## src/rtl/note_sequencer_pkg.sv

```systemverilog
`default_nettype none
// +----------------------------------------------------------------------+
// | note_sequencer_pkg                                                   |
// | Song-entry field layout, state encoding and entry decode helpers.    |
// | Rev 1.0 - initial release                                            |
// +----------------------------------------------------------------------+
package note_sequencer_pkg;

  localparam int END_BIT   = 15;
  localparam int SHIFT_MSB = 14;
  localparam int SHIFT_LSB = 13;
  localparam int NOTES_MSB = 12;
  localparam int NOTES_LSB = 5;
  localparam int DUR_MSB   = 4;
  localparam int DUR_LSB   = 0;
  localparam int DUR_W     = 5;

  typedef enum logic [2:0] {
    S_IDLE     = 3'd0,
    S_FETCH    = 3'd1,
    S_WAIT_ROM = 3'd2,
    S_PLAY     = 3'd3,
    S_GAP      = 3'd4
  } seq_state_t;

  function automatic logic entry_is_end(input logic [15:0] e);
    return e[END_BIT];
  endfunction

  function automatic logic [1:0] entry_shift(input logic [15:0] e);
    return e[SHIFT_MSB:SHIFT_LSB];
  endfunction

  function automatic logic [7:0] entry_notes(input logic [15:0] e);
    return e[NOTES_MSB:NOTES_LSB];
  endfunction

  function automatic logic [DUR_W-1:0] entry_dur(input logic [15:0] e);
    return e[DUR_MSB:DUR_LSB];
  endfunction

endpackage
`default_nettype wire

```

## src/rtl/note_sequencer_unit_timer.sv

```systemverilog
`default_nettype none
// +----------------------------------------------------------------------+
// | unit_timer                                                           |
// | Count-to-N counter with clear, enable and a wrap pulse on N-1.       |
// | Rev 1.0 - initial release                                            |
// +----------------------------------------------------------------------+
module unit_timer #(
  parameter int N = 4
) (
  input  logic clk,
  input  logic rst,
  input  logic clear,
  input  logic en,
  output logic wrap
);

  localparam int              c_width = (N > 1) ? $clog2(N) : 1;
  localparam logic [c_width-1:0] c_last = c_width'(N - 1);

  logic [c_width-1:0] r_cnt;

  assign wrap = en && (r_cnt == c_last);

  always_ff @(posedge clk) begin
    if (rst || clear) begin
      r_cnt <= '0;
    end else if (en) begin
      r_cnt <= wrap ? '0 : r_cnt + 1'b1;
    end
  end

endmodule
`default_nettype wire

```

## src/rtl/note_sequencer.sv

```systemverilog
`default_nettype none
// +----------------------------------------------------------------------+
// | note_sequencer                                                       |
// | Song-table autoplay: fetches entries from a sync ROM and drives      |
// | notes/shift for each duration, with a silent gap between entries.    |
// | Build option SEQ_LOOP_EN: end entry restarts from the start address. |
// | Rev 1.0 - initial release                                            |
// +----------------------------------------------------------------------+
module note_sequencer
  import note_sequencer_pkg::*;
#(
  parameter int ADDR_W         = 8,
  parameter int TICKS_PER_UNIT = 2500000,
  parameter int GAP_CYCLES     = 250000
) (
  input  logic              clk,
  input  logic              rst,
  input  logic              start,
  input  logic              stop,
  input  logic              pause,
  input  logic [ADDR_W-1:0] start_addr,
  output logic [ADDR_W-1:0] rom_addr,
  input  logic [15:0]       rom_data,
  output logic [7:0]        notes,
  output logic [1:0]        shift,
  output logic              busy,
  output logic              done
);

  seq_state_t        r_state, w_state_next;
  logic [ADDR_W-1:0] r_rom_addr, w_rom_addr_next;
  logic [7:0]        r_notes, w_notes_next;
  logic [7:0]        r_entry_notes, w_entry_notes_next;
  logic [1:0]        r_shift, w_shift_next;
  logic [DUR_W-1:0]  r_remain, w_remain_next;
  logic              r_done, w_done_next;
  logic              w_tick_en, w_tick_wrap;
  logic              w_gap_en, w_gap_wrap;
`ifdef SEQ_LOOP_EN
  logic [ADDR_W-1:0] r_start_addr, w_start_addr_next;
`endif

  // Both timers stay cleared outside their own state, so each entry starts from zero.
  assign w_tick_en = (r_state == S_PLAY) && !pause;
  assign w_gap_en  = (r_state == S_GAP) && !pause;

  unit_timer #(.N(TICKS_PER_UNIT)) u_tick (
    .clk   (clk),
    .rst   (rst),
    .clear (r_state != S_PLAY),
    .en    (w_tick_en),
    .wrap  (w_tick_wrap)
  );

  unit_timer #(.N(GAP_CYCLES)) u_gap (
    .clk   (clk),
    .rst   (rst),
    .clear (r_state != S_GAP),
    .en    (w_gap_en),
    .wrap  (w_gap_wrap)
  );

  always_ff @(posedge clk) begin
    if (rst) begin
      r_state       <= S_IDLE;
      r_rom_addr    <= '0;
      r_notes       <= '0;
      r_entry_notes <= '0;
      r_shift       <= '0;
      r_remain      <= '0;
      r_done        <= 1'b0;
`ifdef SEQ_LOOP_EN
      r_start_addr  <= '0;
`endif
    end else begin
      r_state       <= w_state_next;
      r_rom_addr    <= w_rom_addr_next;
      r_notes       <= w_notes_next;
      r_entry_notes <= w_entry_notes_next;
      r_shift       <= w_shift_next;
      r_remain      <= w_remain_next;
      r_done        <= w_done_next;
`ifdef SEQ_LOOP_EN
      r_start_addr  <= w_start_addr_next;
`endif
    end
  end

  always_comb begin
    w_state_next       = r_state;
    w_rom_addr_next    = r_rom_addr;
    w_entry_notes_next = r_entry_notes;
    w_shift_next       = r_shift;
    w_remain_next      = r_remain;
    w_notes_next       = 8'h00;
    w_done_next        = 1'b0;
`ifdef SEQ_LOOP_EN
    w_start_addr_next  = r_start_addr;
`endif

    unique case (r_state)
      S_IDLE: begin
        if (start) begin
          w_state_next    = S_FETCH;
          w_rom_addr_next = start_addr;
`ifdef SEQ_LOOP_EN
          w_start_addr_next = start_addr;
`endif
        end
      end
      S_FETCH: w_state_next = S_WAIT_ROM;
      S_WAIT_ROM: begin
        if (entry_is_end(rom_data)) begin
`ifdef SEQ_LOOP_EN
          w_state_next    = S_FETCH;
          w_rom_addr_next = r_start_addr;
`else
          w_state_next = S_IDLE;
          w_done_next  = 1'b1;
`endif
        end else if (entry_dur(rom_data) == '0) begin
          w_state_next    = S_FETCH;
          w_rom_addr_next = r_rom_addr + 1'b1;
        end else begin
          w_state_next       = S_PLAY;
          w_remain_next      = entry_dur(rom_data);
          w_entry_notes_next = entry_notes(rom_data);
          w_shift_next       = entry_shift(rom_data);
          w_notes_next       = entry_notes(rom_data);
        end
      end
      S_PLAY: begin
        if (w_tick_wrap) begin
          w_remain_next = r_remain - 1'b1;
          if (r_remain == DUR_W'(1)) w_state_next = S_GAP;
        end
        if (w_state_next == S_PLAY && !pause) w_notes_next = r_entry_notes;
      end
      S_GAP: begin
        if (w_gap_wrap) begin
          w_state_next    = S_FETCH;
          w_rom_addr_next = r_rom_addr + 1'b1;
        end
      end
      default: w_state_next = S_IDLE;
    endcase

    // Stop overrides everything, including a start seen in the same cycle.
    if (stop) begin
      w_state_next    = S_IDLE;
      w_rom_addr_next = r_rom_addr;
      w_notes_next    = 8'h00;
      w_done_next     = 1'b0;
`ifdef SEQ_LOOP_EN
      w_start_addr_next = r_start_addr;
`endif
    end
  end

  assign rom_addr = r_rom_addr;
  assign notes    = r_notes;
  assign shift    = r_shift;
  assign done     = r_done;
  assign busy     = (r_state != S_IDLE);

endmodule
`default_nettype wire

```

## config.mk

```make
export PLATFORM = sky130hd
export DESIGN_NAME = note_sequencer
export DESIGN_NICKNAME = d
export VERILOG_FILES = /design/src/rtl/note_sequencer_pkg.sv /design/src/rtl/note_sequencer_unit_timer.sv /design/src/rtl/note_sequencer.sv
export SDC_FILE = /design/constraint.sdc
export NUM_CORES = 1
export LEC_CHECK = 0
export BUFFER_PORTS_ARGS = -buffer_cell sky130_fd_sc_hd__buf_2
export CAP_MARGIN = 20
export CORE_ASPECT_RATIO = 1.2
export CORE_MARGIN = 2
export CORE_UTILIZATION = 52
export CTS_CLUSTER_DIAMETER = 40
export DETAILED_ROUTE_END_ITERATION = 10
export PLACE_DENSITY = 0.73
export RECOVER_POWER = 25
export SYNTH_ARGS = -nofsm -noshare
export SYNTH_HDL_FRONTEND = slang
export SYNTH_SLANG_ARGS = --single-unit
```

## constraint.sdc

```tcl
create_clock -name clk -period 2.1 [get_ports clk]
set_input_delay 0.42 -clock clk [delete_from_list [all_inputs] [get_ports clk]]
set_output_delay 0.42 -clock clk [all_outputs]
set_load 0.1 [all_outputs]
```

==> run_results.csv <==
group,metric,value,unit
cells_and_area,fin_cells,613,
logic_synthesis,syn_area,3672,sq um
sta,fmax,487.5,MHz
cells_and_area,final_common_cell,"dfxtp_1",
sta,setup_viol,0,
floorplanning,dieArea,7753,sq um
floorplanning,coreArea,6854,sq um
logic_synthesis,synth-compound-area-share,12.81,%
logic_synthesis,ys.flop_type,"dfxtp_1",
global_route,antenna_found_initial,0,
clock_tree,cts_tree,"done",
logic_synthesis,synth.area.mux_share,0.3066,%
detailed_routing,met2_length,4.211,mm
clock_tree,postCtsHoldBufs,0,
worst_setup_path,crit_path_end_kind,"flop",
cells_and_area,diodes,0,
placed_design,post-dp-hpwl,6.127,mm
placed_design,place_ws,-0.1167,ns
logic_synthesis,ys_types,57,
global_route,grt_remaining_overflow,0,
sta,fin_crit_sh,97.68,%
cells_and_area,area_growth,21.60,%
placed_design,portBuffers,48,
pwr,p_leak,1.577,nW
detailed_routing,via_count,3427,
logic_synthesis,synth_edf_count,0,
logic_synthesis,synthAdderAreaFrac,1.704,%
logic_synthesis,syn_avg_cell_area,8.271,sq um
logic_synthesis,async_reset_ff_share,0,%
logic_synthesis,synthSimpleGateAreaFrac,30.94,%
sta,rsz0062_at_grt,"yes",
floorplanning,chipHeight,96.06,microns
detailed_routing,wirelength_met1,3.667,mm
floorplanning,ios,49,
detailed_routing,wire_per_inst,13.57,microns
floorplanning,dieWidth,80.72,microns
sta,maxSlewHeadroom,62.40,%
sta,fin_hold_ws,0.2892,ns
placed_design,place.gp.congestion,0.8534,
logic_synthesis,synth_cells,444,
clock_tree,cts_setup_buffers,0,
detailed_routing,drc_errors,0,
detailed_routing,drt-total-wl,8.318,mm
logic_synthesis,synth_xor_area_share,8.825,%
detailed_routing,drtIter0Drc,183,
sta,tightest_slew,0.5620,ns
logic_synthesis,synth_top_family_by_area,"simple AND/OR/NAND/NOR gates",
detailed_routing,dr_wl_met3,306,microns
logic_synthesis,ys_ff_latch,75,
detailed_routing,drt_pass1_iterations,4,
worst_setup_path,worst_setup_path_start_kind,"flop",
detailed_routing,drtAntennaViolNets,0,
placed_design,place_inst,597,
detailed_routing,routed.top_layer,"met4",
floorplanning,initial_core_util,53.58,%
flow_run,drv_cap,0,
clock_tree,clock_sinks,75,
worst_setup_path,critPathMaxFanout,5,
sta,setup_slack,0.04863,ns
logic_synthesis,syn_nets,478,
global_route,grt_start_max_net_pins,25,
pwr,p_per_area,618.2,nW/um^2
floorplanning,fp-row-count,33,
logic_synthesis,synth_seq_area_share,40.89,%
worst_setup_path,required,2.39,ns
clock_tree,clk_latency,0.36,ns
cells_and_area,drive_gt1_share,23.57,%
clock_tree,cts_made_buffers,9,
clock_tree,root_buffer,"clkbuf_8",
global_route,grt_usage,22.45,%
cells_and_area,final_cell_mix,"dfxtp_1, nor2_1, nand2_1, buf_4, buf_2",
worst_setup_path,arrival,2.34,ns
clock_tree,clkTransAtPathRegs,0.09,ns
hold_path,hold_class,"in2reg",
logic_synthesis,yosysWarnings,0,
clock_tree,clockBufferDepth,2,
detailed_routing,viasPerCell,5.591,
sta,finClkSkew,0.01395,ns
worst_setup_path,path_class,"reg2reg",
pwr,ir_drop,0.0005097,V
sta,fin_crit,2.051,ns
cells_and_area,fin_util,65.15,%
sta,finalMaxSlewViolations,0,
clock_tree,htree_num_levels,3,
cells_and_area,final_nets,555,
sta,hold_violations,0,
outcome,status,"complete, no violations",
global_route,grt_pass1_wl,13.70,mm
global_route,grt_pass1_vias,3131,
-- where the power goes --
| group | internal (mW) | leakage (nW) | switching, mW |
|---|---|---|---|
| clock network | 0.447 | 0.0908 | 0.583 |
| registers | 1.44 | 0.608 | 0.0194 |
| logic | 0.0882 | 0.878 | 0.183 |
| total | 1.97 | 1.58 | 0.786 |
-- worst max-delay path, cell delays in order (launching register included) --
cell and delay (ns):
dfxtp_2 0.33, nand4b_1 0.19, or4_4 0.54, or4_4 0.46, or3_1 0.36, a31oi_1 0.12
-- sequential cells by signal, summed over array words and instances, names as in the netlist --
register	flops
r_state	3
shift	2
u_gap.r_cnt	18
r_entry_notes	8
u_tick.r_cnt	22
done	1
rom_addr	8
r_remain	5
notes	8
-- final timing paths --
path / startpoint / to / slack (ns) / cells past startpoint
min reg2reg: r_entry_notes[6]$_SDFFE_PP0P_ / r_entry_notes[6]$_SDFFE_PP0P_ / 0.46 / 2
max reg2reg: u_tick.r_cnt[15]$_SDFFE_PP0P_ / r_remain[3]$_SDFFE_PP0P_ / 0.05 / 5
max: u_tick.r_cnt[15]$_SDFFE_PP0P_ / r_remain[3]$_SDFFE_PP0P_ / 0.05 / 5
min: rom_data[5] / notes[0]$_SDFF_PP0_ / 0.29 / 2
-- routing by layer --
metal	up-vias	track usage, %
met5	-	0
met4	0	9.746
met3	11	3.940
met2	76	38.82
met1	1612	27.27
li1	1728	-
-- layout make-up --
type / instances / area (sq um)
Inverter: 12 / 45.04
Sequential cell: 75 / 1509
Tap cell: 87 / 108.9
Timing Repair Buffer: 86 / 565.5
Fill cell: 632 / 2389
Clock inverter: 7 / 60.06
Multi-Input combinational cell: 337 / 2053
Clock buffer: 9 / 123.9
-- cells by family (layout without fill, tap and decap cells) --
group           count (synthesis)  in the layout
xor+xnor                       37             37
fa+ha+maj                       5              5
buf+inv                        32            114
compound gates                 69             69
mux                             1              1
flops                          75             75
simple gates                  225            225
-- metrics by stage --
stage | total power, mW | TNS [ns] | instance area (sq um)
6_report | 2.760 | 0 | 4466
5_1_grt | 2.886 | -0.05415 | 4466
4_1_cts | 2.789 | 0 | 4436
3_5_place_dp | 1.761 | -1.134 | 4245
3_3_place_gp | 1.756 | -0.3627 | 4245
2_1_floorplan | 1.672 | 0 | 3701
-- synthesized netlist by cell type, types with 7 or more instances --
cell / n / area [sq um]
nor2_1: 65 / 244.0
nand2_1: 56 / 210.2
dfxtp_1: 75 / 1501
nor3_1: 15 / 75.07
a22o_1: 8 / 70.07
xnor2_1: 22 / 192.7
nand4_1: 10 / 62.56
clkbuf_1: 11 / 41.29
inv_1: 12 / 45.04
nor4_1: 7 / 43.79
nand3_1: 20 / 100.1
a21oi_1: 21 / 105.1
xor2_1: 15 / 131.4
-- what timing repair did --
item,CTS,global route
gates resized for setup,1,7
pin swaps,0,3
endpoints found under the setup margin,8,18
hold endpoints to repair,0,0
(Power assumes the default switching activity.)
